--- config.mk ---
export PLATFORM = sky130hd
export DESIGN_NAME = riscv_multicycle_ctrl
export DESIGN_NICKNAME = d
export VERILOG_FILES = /design/src/rtl/riscv_multicycle_ctrl.sv
export SDC_FILE = /design/constraint.sdc
export NUM_CORES = 1
export LEC_CHECK = 0
export BUFFER_PORTS_ARGS = -buffer_cell sky130_fd_sc_hd__buf_2
export CORE_ASPECT_RATIO = 1.1
export CORE_MARGIN = 2
export CORE_UTILIZATION = 50
export DETAILED_ROUTE_END_ITERATION = 10
export GPL_ROUTABILITY_DRIVEN = 0
export PLACE_DENSITY = 0.76
export SETUP_SLACK_MARGIN = 0.1
export SLEW_MARGIN = 20
export SYNTH_ARGS = -nofsm -noshare
export SYNTH_HDL_FRONTEND = slang
export SYNTH_SLANG_ARGS = --single-unit
--- constraint.sdc ---
create_clock -name clk -period 6.15 [get_ports clk]
set_input_delay 0.615 -clock clk [delete_from_list [all_inputs] [get_ports clk]]
set_output_delay 0.615 -clock clk [all_outputs]
set_load 0.1 [all_outputs]
--- src/rtl/riscv_multicycle_ctrl.sv ---
// Multi-cycle FETCH/DECODE/EXEC/MEM/WB sequencer driving the shared ALU operand-2 mux,
// register/PC write strobes and memory handshakes; bus timeouts and illegal opcodes land in a sticky TRAP.
module riscv_multicycle_ctrl #(
  parameter int TIMEOUT_CYCLES = 255,
  parameter int TO_W           = 16
) (
  input  logic       clk,
  input  logic       rst_n,
  input  logic [6:0] opcode,
  input  logic       branch_taken,
  input  logic       imem_ack,
  input  logic       dmem_ack,
  output logic       imem_req,
  output logic       dmem_req,
  output logic       dmem_we,
  output logic       ir_we,
  output logic [2:0] op2_sel,
  output logic       rf_we,
  output logic       wb_mem,
  output logic       pc_we,
  output logic       pc_jump,
  output logic       trap,
  output logic [1:0] trap_cause
);

  localparam logic [2:0] OP2_RS2 = 3'd0;
  localparam logic [2:0] OP2_IMI = 3'd1;
  localparam logic [2:0] OP2_IMS = 3'd2;
  localparam logic [2:0] OP2_IMJ = 3'd3;
  localparam logic [2:0] OP2_IMU = 3'd4;

  localparam logic [1:0] CAUSE_ILLEGAL = 2'd1;
  localparam logic [1:0] CAUSE_IMEM_TO = 2'd2;
  localparam logic [1:0] CAUSE_DMEM_TO = 2'd3;

  // Last waiting cycle before a missing ack becomes a trap.
  localparam logic [TO_W-1:0] TO_LAST = TO_W'(TIMEOUT_CYCLES - 1);

  typedef enum logic [2:0] {
    S_FETCH,
    S_DECODE,
    S_EXEC,
    S_MEM,
    S_WB,
    S_TRAP
  } state_t;

  typedef enum logic [3:0] {
    C_OP,
    C_BRANCH,
    C_OPIMM,
    C_LOAD,
    C_JALR,
    C_STORE,
    C_JAL,
    C_LUI,
    C_AUIPC
  } class_t;

  state_t          state, state_next;
  class_t          cls, cls_next;
  class_t          dec_cls;
  logic [2:0]      op2_q, op2_next, dec_sel;
  logic            dec_legal;
  logic [1:0]      cause_q, cause_next;
  logic [TO_W-1:0] to_cnt, to_cnt_next;
  logic            waiting, expired;

  always_comb begin
    dec_cls   = C_OP;
    dec_sel   = OP2_RS2;
    dec_legal = 1'b1;
    case (opcode)
      7'b0110011: begin dec_cls = C_OP;     dec_sel = OP2_RS2; end
      7'b1100011: begin dec_cls = C_BRANCH; dec_sel = OP2_RS2; end
      7'b0010011: begin dec_cls = C_OPIMM;  dec_sel = OP2_IMI; end
      7'b0000011: begin dec_cls = C_LOAD;   dec_sel = OP2_IMI; end
      7'b1100111: begin dec_cls = C_JALR;   dec_sel = OP2_IMI; end
      7'b0100011: begin dec_cls = C_STORE;  dec_sel = OP2_IMS; end
      7'b1101111: begin dec_cls = C_JAL;    dec_sel = OP2_IMJ; end
      7'b0110111: begin dec_cls = C_LUI;    dec_sel = OP2_IMU; end
      7'b0010111: begin dec_cls = C_AUIPC;  dec_sel = OP2_IMU; end
      default:    dec_legal = 1'b0;
    endcase
  end

  // An ack in the limit cycle takes priority: expired is only raised while still waiting.
  assign waiting = ((state == S_FETCH) && !imem_ack) || ((state == S_MEM) && !dmem_ack);
  assign expired = waiting && (to_cnt >= TO_LAST);

  always_comb begin
    state_next = state;
    cls_next   = cls;
    op2_next   = op2_q;
    cause_next = cause_q;
    case (state)
      S_FETCH: begin
        if (imem_ack) begin
          state_next = S_DECODE;
        end else if (expired) begin
          state_next = S_TRAP;
          cause_next = CAUSE_IMEM_TO;
        end
      end
      S_DECODE: begin
        if (dec_legal) begin
          state_next = S_EXEC;
          cls_next   = dec_cls;
          op2_next   = dec_sel;
        end else begin
          state_next = S_TRAP;
          cause_next = CAUSE_ILLEGAL;
        end
      end
      S_EXEC: begin
        case (cls)
          C_LOAD, C_STORE: state_next = S_MEM;
          C_BRANCH:        state_next = S_FETCH;
          default:         state_next = S_WB;
        endcase
      end
      S_MEM: begin
        if (dmem_ack) begin
          state_next = (cls == C_STORE) ? S_FETCH : S_WB;
        end else if (expired) begin
          state_next = S_TRAP;
          cause_next = CAUSE_DMEM_TO;
        end
      end
      S_WB:    state_next = S_FETCH;
      S_TRAP:  state_next = S_TRAP;
      default: state_next = S_FETCH;
    endcase
  end

  always_comb begin
    if (state_next != state) begin
      to_cnt_next = '0;
    end else if (waiting && (to_cnt != {TO_W{1'b1}})) begin
      to_cnt_next = to_cnt + 1'b1;
    end else begin
      to_cnt_next = to_cnt;
    end
  end

  always_ff @(posedge clk or negedge rst_n) begin
    if (!rst_n) begin
      state   <= S_FETCH;
      cls     <= C_OP;
      op2_q   <= OP2_RS2;
      cause_q <= 2'd0;
      to_cnt  <= '0;
    end else begin
      state   <= state_next;
      cls     <= cls_next;
      op2_q   <= op2_next;
      cause_q <= cause_next;
      to_cnt  <= to_cnt_next;
    end
  end

  // Strobes are gated by rst_n so nothing is driven while reset is held.
  always_comb begin
    imem_req = 1'b0;
    dmem_req = 1'b0;
    dmem_we  = 1'b0;
    ir_we    = 1'b0;
    rf_we    = 1'b0;
    wb_mem   = 1'b0;
    pc_we    = 1'b0;
    pc_jump  = 1'b0;
    trap     = 1'b0;
    if (rst_n) begin
      case (state)
        S_FETCH: begin
          imem_req = 1'b1;
          ir_we    = imem_ack;
        end
        S_EXEC: begin
          if (cls == C_BRANCH) begin
            pc_we   = 1'b1;
            pc_jump = branch_taken;
          end
        end
        S_MEM: begin
          dmem_req = 1'b1;
          dmem_we  = (cls == C_STORE);
          pc_we    = (cls == C_STORE) && dmem_ack;
        end
        S_WB: begin
          rf_we   = 1'b1;
          pc_we   = 1'b1;
          wb_mem  = (cls == C_LOAD);
          pc_jump = (cls == C_JAL) || (cls == C_JALR);
        end
        S_TRAP:  trap = 1'b1;
        default: trap = 1'b0;
      endcase
    end
  end

  assign op2_sel    = op2_q;
  assign trap_cause = cause_q;

endmodule

==> flow_summary_export.csv, run 1 <==
group,metric,value,unit
die,fp-row-count,24,
logic_synthesis,synth_compound_gate_area_share,18.7,%
timing,hold_viol,0,
logic_synthesis,yosysMostFrequentCell,"dfrtp_1",
clock_network,clkTransAtPathRegs,0.10,ns
final_layout,n_fill_cell,336,
die,core_area,3870,um^2
timing,period_share,44.6,%
logic_synthesis,synth-seq-cells,28,
timing,tns,0,ns
grt,grt_pass1_wl,7270,um
grt,grt_max_degree,35,
timing,final_max_slew_viol_count,0,
clock_network,cts_made_buffers,3,
setup_path,critPathRequiredTime,5.53,ns
logic_synthesis,synth_nets,231,
timing,skew,0.0152,ns
setup_path,path_class,"reg -> out",
die,initial_core_util,51.2,%
setup_path,end_kind,"output pin",
detailed_routing,drc_errors,0,
logic_synthesis,syn_area_per_cell,9.13,um^2
logic_synthesis,synth_top_area_share,35.4,%
setup_path,critPathArrivalTime,2.13,ns
final_layout,design_area,2180,um^2
final_layout,areaGrowthSynthToFinish,9.91,%
logic_synthesis,async_flop_share,100,%
final_layout,multiInputGateArea,1210,um^2
setup_path,crit_slowest_cell,"nor4bb_1",
clock_network,post_cts_buffers,0,
die,die_w,64.0,um
grt,grt_util_all_layers,20.0,%
timing,finalSetupViolCount,0,
logic_synthesis,synth_simple_gate_area_share,34.6,%
grt,grt_pass1_vias,1629,
setup_path,critical-path-max-stage-delay,0.50,ns
pwr,p_leak,0.000936,uW
detailed_routing,wl,4190,um
clock_network,cts_tree,"yes",
die,die_h,70.0,um
setup_path,critPathLaunchType,"flop",
logic_synthesis,synth_common_cells,"dfrtp_1, nand2_1, nor2_1",
clock_network,insertion_delay,0.28,ns
pwr,ir_drop,0.0756,mV
final_layout,regArea,701,um^2
detailed_routing,drtIter0Drc,111,
timing,holdWs,0.370,ns
setup_path,r2r_setup_slack,3.73,ns
logic_synthesis,synth_xor_area_share,6.19,%
timing,worst_pin_slew,0.710,ns
clock_network,max-clock-path-buffers,2,
outcome,status,"complete, no violations",
worst_hold_path,hp-class,"in -> async",
detailed_routing,wl_per_cell,14.5,um
detailed_routing,postRouteAntennaNets,0,
logic_synthesis,netlist_area,1980,um^2
logic_synthesis,yosys_warnings,0,
final_layout,num_antenna_cells,0,
final_layout,drive_above_1_share,23.2,%
setup_path,cp_max_fo,8,
logic_synthesis,ys.flop_type,"dfrtp_1",
timing,max_freq,365,MHz
clock_network,htree_levels,1,
logic_synthesis,synthAdderAreaFrac,1.26,%
detailed_routing,dr.pass1.iters,4,
clock_network,root_buffer,"clkbuf_8",
die,io_pins,26,
clock_network,holdBufCountCts,0,
logic_synthesis,synth_cell_types,51,
final_layout,final_nets,252,
pwr,pwr_density_cell,148,nW/um^2
placed_design,port-buffer-count,25,
setup_path,crit_chain,"nor4bb_1, nand2_1, o22ai_1, and2_1, buf_2",
grt,antenna_found_initial,0,
clock_network,numClockSinks,28,
logic_synthesis,synth_area_leaders,"dfrtp_1, xnor2_1, nor3_2",
detailed_routing,via_count,1684,
flow_run,max-cap-violations,0,
detailed_routing,routed_via_density,5.83,
setup_path,worstReg2RegStart,"to_cnt[0]",
logic_synthesis,syn-instance-count,217,
timing,rsz0062_at_grt,"no",
die,die_area,4480,um^2
grt,grt.overflow.total,0,
timing,slew_headroom,52.7,%
logic_synthesis,ys_seq_area_share,35.4,%
logic_synthesis,synth_edf_count,0,
clock_network,cts_resized,0,
setup_path,startpoint,"cls[2]",
logic_synthesis,synth_mux_area_share,0.505,%
placed_design,dp_hpwl,3080,um
logic_synthesis,synth_largest_area_cell,"dfrtp_1",
timing,min_period,2.74,ns
placed_design,place_area,2120,um^2
logic_synthesis,synth_top_family_by_area,"simple AND/OR/NAND/NOR gates",
## power breakdown
part,internal (uW),switching (uW)
Clock,57.4,57.8
Sequential,185,0.392
Combinational,5.44,16.0
Total,247,74.3
## stage by stage
step	instances	total power [uW]	util, %	worst slack (ns)
2_1_floorplan	217	199	-	1.53
3_3_place_gp	285	210	54.8	3.46
3_5_place_dp	285	210	54.8	3.40
4_1_cts	289	325	56.2	3.39
5_1_grt	289	335	56.2	3.23
6_report	289	322	56.2	3.41
## flip-flops by register name, indices dropped and copies added (netlist names)
register	cells
cls	4
op2_sel	3
state	3
to_cnt	16
trap_cause	2
## path summary, 6_finish.rpt
path / to / depth (start not counted)
setup / recovery: pc_we / 5
hold / removal: trap_cause[1] / 1
setup reg to reg: to_cnt[1] / 7
hold reg to reg: op2_sel[1] / 2
max in group asynchronous: cls[1] / 1
min in group clk: op2_sel[1] / 2
## cells in the final DEF, fill, tap and decap left out, drive strengths merged, types with 5 or more instances in the layout
| cell type | count |
|---|---|
| xnor2 | 12 |
| a211oi | 8 |
| buf | 26 |
| o21ai | 14 |
| and3 | 11 |
| nor2 | 15 |
| nor3 | 21 |
| dfrtp | 28 |
| a21oi | 11 |
| nand3 | 8 |
| nor2b | 5 |
| nand2 | 21 |
## per-layer routing
layer  global-route usage [%]  vias up  routed length, um
met5                        0        -                  0
met4                     4.35        0                 34
met3                     2.42        5                113
met2                     37.5       29               2210
met1                     24.1      812               1830
li1                         -      838                  -
## critical path: cells and delay by family (launching register included)
family | cells | cell delay [ns]
AOI/OAI and AO/OA | 1 | 0.16
buffers and inverters | 1 | 0.42
DFF | 1 | 0.48
and+or+nand+nor | 3 | 0.79
## cell families after synthesis
group,Yosys count
AO/OA/AOI/OAI,49
XOR/XNOR,14
adder cells (fa/ha/maj),2
buffers and inverters,13
flip-flops,28
multiplexers,1
AND/OR/NAND/NOR,110
## cell type report
cell class | count | area share, %
multi-input combinational | 176 | 55.7
inverter | 3 | 0.517
clock buffer | 4 | 2.53
sequential | 28 | 32.2
tap | 52 | 2.99
timing repair buffer | 26 | 6.09
Power figures use the tool's default switching activity.
==> run 2: changes to the inputs <==
--- a/config.mk
+++ b/config.mk
@@ -5,13 +5,14 @@
 export SDC_FILE = /design/constraint.sdc
 export NUM_CORES = 1
 export LEC_CHECK = 0
+export ABC_AREA = 1
 export BUFFER_PORTS_ARGS = -buffer_cell sky130_fd_sc_hd__buf_2
 export CORE_ASPECT_RATIO = 1.1
 export CORE_MARGIN = 2
 export CORE_UTILIZATION = 50
 export DETAILED_ROUTE_END_ITERATION = 10
 export GPL_ROUTABILITY_DRIVEN = 0
-export PLACE_DENSITY = 0.76
+export PLACE_DENSITY = 0.79
 export SETUP_SLACK_MARGIN = 0.1
 export SLEW_MARGIN = 20
 export SYNTH_ARGS = -nofsm -noshare
==> constraint.sdc (replaced) <==
create_clock -name clk -period 2.2 [get_ports clk]
set_input_delay 0.22 -clock clk [delete_from_list [all_inputs] [get_ports clk]]
set_output_delay 0.22 -clock clk [all_outputs]
set_load 0.1 [all_outputs]
==> run 2 against run 1 <==
Clock power up 120%. Via count down 4.3%. Register-to-register slack worse by 3.4 ns. Worst setup slack worse by 3.2 ns. Die area down 13%. Final cell count up 8.0%. Highest routed layer unchanged.
==> flow_summary_export.csv, run 2 <==
group,metric,value,unit
clock_network,clkTransAtPathRegs,0.14,ns
final_layout,final_util,64.0,%
detailed_routing,drtIter0Drc,56,
detailed_routing,wl_per_cell,11.5,um
pwr,ir_drop,0.560,mV
die,io_pins,26,
pwr,intPower,981,uW
pwr,total_power,1890,uW
logic_synthesis,synth_edf_count,0,
grt,grt_util_all_layers,21.0,%
final_layout,drive_above_1_share,21.4,%
setup_path,end_kind,"output pin",
logic_synthesis,synthAdderAreaFrac,1.46,%
setup_path,worstReg2RegStart,"to_cnt[1]",
final_layout,largest_reg_flops,16,
logic_synthesis,synth_largest_area_cell,"dfrtp_1",
worst_hold_path,hp-class,"in -> reg",
logic_synthesis,synth_xor_area_share,4.09,%
logic_synthesis,yosysMostFrequentCell,"nand2_1",
die,fp-row-count,22,
logic_synthesis,yosys_warnings,0,
die,die_h,65.4,um
logic_synthesis,synth_common_cells,"nand2_1, nor2_1, inv_1",
final_layout,largest_registers,"to_cnt (16), cls (4)",
pwr,p_leak,0.00107,uW
pwr,p_clk_share,13.1,%
grt,grt_pass1_wl,6440,um
placed_design,preCtsSetupSlack,0.385,ns
logic_synthesis,synth_top_family_by_area,"simple AND/OR/NAND/NOR gates",
setup_path,critPathRequiredTime,1.98,ns
worst_hold_path,min_to,"op2_sel[2]",
grt,grt.overflow.total,0,
logic_synthesis,ys_seq_area_share,40.9,%
grt,grt_pass1_vias,1566,
clock_network,max-clock-path-buffers,2,
logic_synthesis,synth_area_leaders,"dfrtp_1, nand2_1, nor2_1",
setup_path,path_class,"in -> out",
setup_path,cp_max_fo,9,
timing,hold_viol,0,
logic_synthesis,ys.flop_type,"dfrtp_1",
timing,period_share,90.9,%
setup_path,r2r_end,"to_cnt[4]",
clock_network,numClockSinks,28,
final_layout,final_nets,291,
detailed_routing,postRouteAntennaNets,0,
timing,slew_headroom,68.0,%
logic_synthesis,synth-seq-cells,28,
timing,worst_pin_slew,0.483,ns
flow_run,max-cap-violations,0,
logic_synthesis,async_flop_share,100,%
pwr,pwr-share-seq,33.7,%
detailed_routing,drc_errors,0,
outcome,status,"complete, no violations",
final_layout,areaGrowthSynthToFinish,23.3,%
logic_synthesis,syn-instance-count,245,
grt,grt_max_degree,29,
worst_hold_path,hp-start,"opcode[6]",
die,initial_core_util,51.9,%
timing,final_max_slew_viol_count,0,
timing,skew,0.00100,ns
final_layout,n_fill_cell,295,
clock_network,cts_tree,"yes",
die,core_area,3300,um^2
setup_path,critPathArrivalTime,1.78,ns
pwr,pwr_density_cell,895,nW/um^2
final_layout,design_area,2110,um^2
setup_path,rr_worst_depth,12,
logic_synthesis,netlist_area,1710,um^2
logic_synthesis,synth_cell_types,29,
setup_path,r2r_setup_slack,0.33,ns
final_layout,final_cell_mix,"nand2_1, nor2_1, inv_1",
pwr,p_switching,912,uW
final_layout,regMostFlops,"to_cnt",
logic_synthesis,synth_nets,259,
worst_hold_path,hold_depth,2,
final_layout,num_antenna_cells,0,
detailed_routing,via_count,1612,
die,die_w,59.8,um
timing,min_period,2.00,ns
timing,finalSetupViolCount,0,
timing,max_freq,500,MHz
logic_synthesis,synth_simple_gate_area_share,37.7,%
placed_design,place_area,2050,um^2
placed_design,dp_hpwl,2840,um
detailed_routing,dr.pass1.iters,4,
clock_network,cts_made_buffers,3,
grt,antenna_found_initial,0,
pwr,p_comb_share,53.1,%
clock_network,htree_levels,1,
clock_network,insertion_delay,0.32,ns
setup_path,critPathLaunchType,"primary input",
detailed_routing,routed_via_density,5.17,
logic_synthesis,synth_compound_gate_area_share,7.30,%
detailed_routing,wl,3590,um
clock_network,root_buffer,"clkbuf_4",
final_layout,layout_commonest_cell,"nand2_1",
logic_synthesis,synth_mux_area_share,0,%
pwr,p_sw_share,48.2,%
logic_synthesis,synth_top_area_share,40.9,%
die,die_area,3910,um^2
timing,rsz0062_at_grt,"no",
placed_design,port-buffer-count,25,
timing,worst_slack,0.200,ns
logic_synthesis,syn_area_per_cell,7.00,um^2
## run 2: cells by family after synthesis
| logic type | after synthesis |
|---|---|
| xor gates and xnor gates | 8 |
| AOI/OAI and AO/OA | 22 |
| and+or+nand+nor | 147 |
| DFF | 28 |
| adders and majority gates | 2 |
| buffers and inverters | 38 |
## run 2: worst max-delay path, cell delays in order
cell           delay, ns
dlygate4sd3_1       0.52
buf_2               0.12
clkinv_1            0.32
nor3_2              0.38
buf_12              0.21
## run 2: how the worst max path moves through the flow
stage                   start         to  slack [ns]  depth (start not counted)
floorplan            state[0]     wb_mem       -0.06                          5
global placement    opcode[4]  to_cnt[2]        0.43                         13
detailed placement  to_cnt[0]  to_cnt[2]        0.38                         15
CTS                  state[0]      pc_we        0.16                          7
global route         state[0]     wb_mem        0.11                          6
finish                  rst_n    dmem_we        0.20                          5
## run 2: metal layers
| layer | track usage (%) | routed length, um |
|---|---|---|
| met4 | 6.94 | 67 |
| met5 | 0 | 0 |
| met2 | 34.9 | 1760 |
| met1 | 27.7 | 1580 |
| met3 | 3.15 | 181 |
## run 2: power by group through the flow
stage               registers, uW  logic [uW]  clock network, uW
global route                  650        1110                285
finish                        638        1010                249
global placement              642         964                  0
detailed placement            641         985                  0
floorplan                     711         644                  0
CTS                           634         989                252
## run 2: final cells by class
type                       count  area [um^2]  area share (%)
inverter                      36          135            6.39
multi-input combinational    179          901            42.6
sequential                    28          703            33.3
tap                           36         45.0            2.13
clock buffer                   4         36.3            1.72
timing repair buffer          29          293            13.9
## run 2: through the flow
| stage | TNS [ns] | hold WS [ns] | instances |
|---|---|---|---|
| 2_1_floorplan | -0.0592 | -0.0756 | 245 |
| 3_3_place_gp | 0 | 0.281 | 306 |
| 3_5_place_dp | 0 | 0.282 | 306 |
| 4_1_cts | 0 | 0.133 | 311 |
| 5_1_grt | 0 | 0.139 | 312 |
| 6_report | 0 | 0.138 | 312 |
## run 2: what timing repair did
| action | in CTS | in global routing |
|---|---|---|
| gates resized for setup | 0 | 6 |
| hold buffers | 1 | 0 |
| hold endpoints to repair | 28 | 0 |
| setup endpoints to repair | 0 | 6 |
| setup buffers | 0 | 1 |
==> run 3: changes to the inputs <==
--- a/config.mk
+++ b/config.mk
@@ -7,7 +7,6 @@
 export LEC_CHECK = 0
 export ABC_AREA = 1
 export BUFFER_PORTS_ARGS = -buffer_cell sky130_fd_sc_hd__buf_2
-export CORE_ASPECT_RATIO = 1.1
 export CORE_MARGIN = 2
 export CORE_UTILIZATION = 50
 export DETAILED_ROUTE_END_ITERATION = 10
==> run 3 against run 2 <==
Highest routed layer unchanged. Largest power group unchanged. First-iteration DRC count increased by 55%. Global-route usage decreased by 0.64 points. Register-to-register slack improved by 0.05 ns.
==> flow_summary_export.csv, run 3 (synthesis results as in run 2) <==
group,metric,value,unit
setup_path,critPathArrivalTime,1.74,ns
placed_design,preCtsSetupSlack,0.348,ns
grt,grt_pass1_vias,1541,
timing,hold_viol,0,
setup_path,startpoint,"state[0]",
die,fp-row-count,21,
final_layout,final_nets,290,
grt,grt_pass1_wl,6510,um
timing,slew_headroom,68.0,%
setup_path,worstReg2RegStart,"to_cnt[0]",
setup_path,setup.worst_path.end,"pc_we",
timing,period_share,89.2,%
clock_network,max-clock-path-buffers,2,
final_layout,layout_commonest_cell,"nand2_1",
setup_path,path_class,"reg -> out",
final_layout,areaGrowthSynthToFinish,24.5,%
pwr,p_leak,0.00107,uW
pwr,p_switching,910,uW
die,die_area,3910,um^2
clock_network,numClockSinks,28,
setup_path,end_kind,"output pin",
flow_run,max-cap-violations,0,
pwr,p_clk_share,17.2,%
detailed_routing,wl_per_cell,10.5,um
setup_path,rr_worst_depth,11,
die,initial_core_util,51.8,%
timing,worst_pin_slew,0.483,ns
grt,grt_max_degree,29,
timing,worst_slack,0.238,ns
placed_design,dp_hpwl,2730,um
final_layout,largest_reg_flops,16,
timing,skew,0.0185,ns
setup_path,critPathLaunchType,"flop",
grt,antenna_found_initial,0,
final_layout,drive_above_1_share,20.4,%
pwr,intPower,1050,uW
die,core_area,3310,um^2
setup_path,r2r_end,"to_cnt[7]",
detailed_routing,drtIter0Drc,87,
timing,min_period,1.96,ns
timing,final_max_slew_viol_count,0,
detailed_routing,routed_via_density,4.98,
final_layout,largest_registers,"to_cnt (16), cls (4)",
grt,grt.overflow.total,0,
pwr,p_sw_share,46.4,%
setup_path,r2r_setup_slack,0.38,ns
detailed_routing,via_count,1598,
final_layout,regMostFlops,"to_cnt",
timing,rsz0062_at_grt,"yes",
detailed_routing,drc_errors,0,
clock_network,root_buffer,"clkbuf_4",
clock_network,clkTransAtPathRegs,0.13,ns
timing,finalSetupViolCount,0,
pwr,ir_drop,0.545,mV
clock_network,htree_levels,1,
detailed_routing,dr.pass1.iters,4,
worst_hold_path,hp-class,"in -> reg",
setup_path,critPathRequiredTime,1.98,ns
detailed_routing,postRouteAntennaNets,0,
final_layout,final_util,64.4,%
die,io_pins,26,
clock_network,cts_made_buffers,3,
pwr,pwr-share-seq,32.4,%
setup_path,cp_max_fo,6,
pwr,p_comb_share,50.4,%
grt,grt_util_all_layers,20.4,%
clock_network,post_cts_buffers,0,
clock_network,insertion_delay,0.34,ns
final_layout,final_cell_mix,"nand2_1, nor2_1, inv_1",
detailed_routing,wl,3380,um
die,die_w,62.6,um
timing,max_freq,510,MHz
outcome,status,"complete, no violations",
final_layout,n_fill_cell,295,
pwr,pwr_density_cell,920,nW/um^2
die,die_h,62.6,um
placed_design,port-buffer-count,25,
clock_network,cts_tree,"yes",
final_layout,num_antenna_cells,0,
==> run 3: changes by cell type in the layout (fill, tap and decap cells not counted) <==
cell       before  now
dfrtp_2         2    1
inv_1          31   32
inv_2           4    3
bufinv_16       0    1
dfrtp_1        26   27
buf_4           3    2
clkbuf_8        1    0
==> run 3: metrics by stage <==
| step | power (uW) | TNS [ns] | std cells | cell area (um^2) | hold WS, ns |
|---|---|---|---|---|---|
| floorplan | 1360 | -0.0592 | 245 | 1740 | -0.0756 |
| global route | 2110 | 0 | 321 | 2130 | 0.127 |
| finish | 1960 | 0 | 321 | 2130 | 0.133 |
| detailed placement | 1630 | 0 | 316 | 2060 | 0.263 |
| global placement | 1610 | 0 | 316 | 2060 | 0.255 |
| CTS | 1970 | 0 | 321 | 2120 | 0.126 |
==> run 3: how the worst min path moves through the flow <==
stage               startpoint       endpoint  slack (ns)  depth (start not counted)
finish               opcode[6]     op2_sel[2]        0.13                          2
global route         opcode[6]     op2_sel[2]        0.13                          2
CTS                  opcode[6]     op2_sel[2]        0.13                          2
detailed placement       rst_n  trap_cause[1]        0.26                          2
global placement         rst_n  trap_cause[0]        0.25                          2
floorplan                rst_n         cls[0]       -0.08                          0
==> run 3: area by class of cell <==
| type | count | area (um^2) | area share, % |
|---|---|---|---|
| flip-flops and latches | 28 | 702 | 32.9 |
| multi-input cells | 179 | 901 | 42.2 |
| repair buffers | 28 | 285 | 13.4 |
| well taps | 46 | 57.6 | 2.70 |
| clock inverters | 1 | 30.0 | 1.41 |
| clock buffers | 3 | 22.5 | 1.06 |
| inverters | 36 | 135 | 6.33 |
==> run 3: metal layers <==
metal  track usage [%]  part of all wire, %  up-vias
met2              34.9                   47       37
met1              25.2                   46      722
met3              3.60                  5.1        7
met4              8.89                  2.3        0
met5                 0                    0        -
li1                  -                    -      832
==> run 3: critical path, stage by stage (launching register included) <==
cell	delay (ns)
dfrtp_2	0.46
inv_1	0.13
nand2_1	0.09
nor2_2	0.13
and3_1	0.19
nor2_1	0.05
a21oi_2	0.17
buf_12	0.20
==> run 3: repair_timing <==
action	4_1_cts	5_1_grt
hold buffers	1	0
gates resized for setup	0	4
setup endpoints to repair	0	3
endpoints found under the hold margin	28	0
==> run 3: power by group through the flow <==
stage,registers (uW),clock network (uW),logic [uW]
after CTS,632,345,991
after global placement,641,0,972
after floorplan,711,0,644
after detailed placement,642,0,988
final,636,337,989
after global routing,647,367,1100
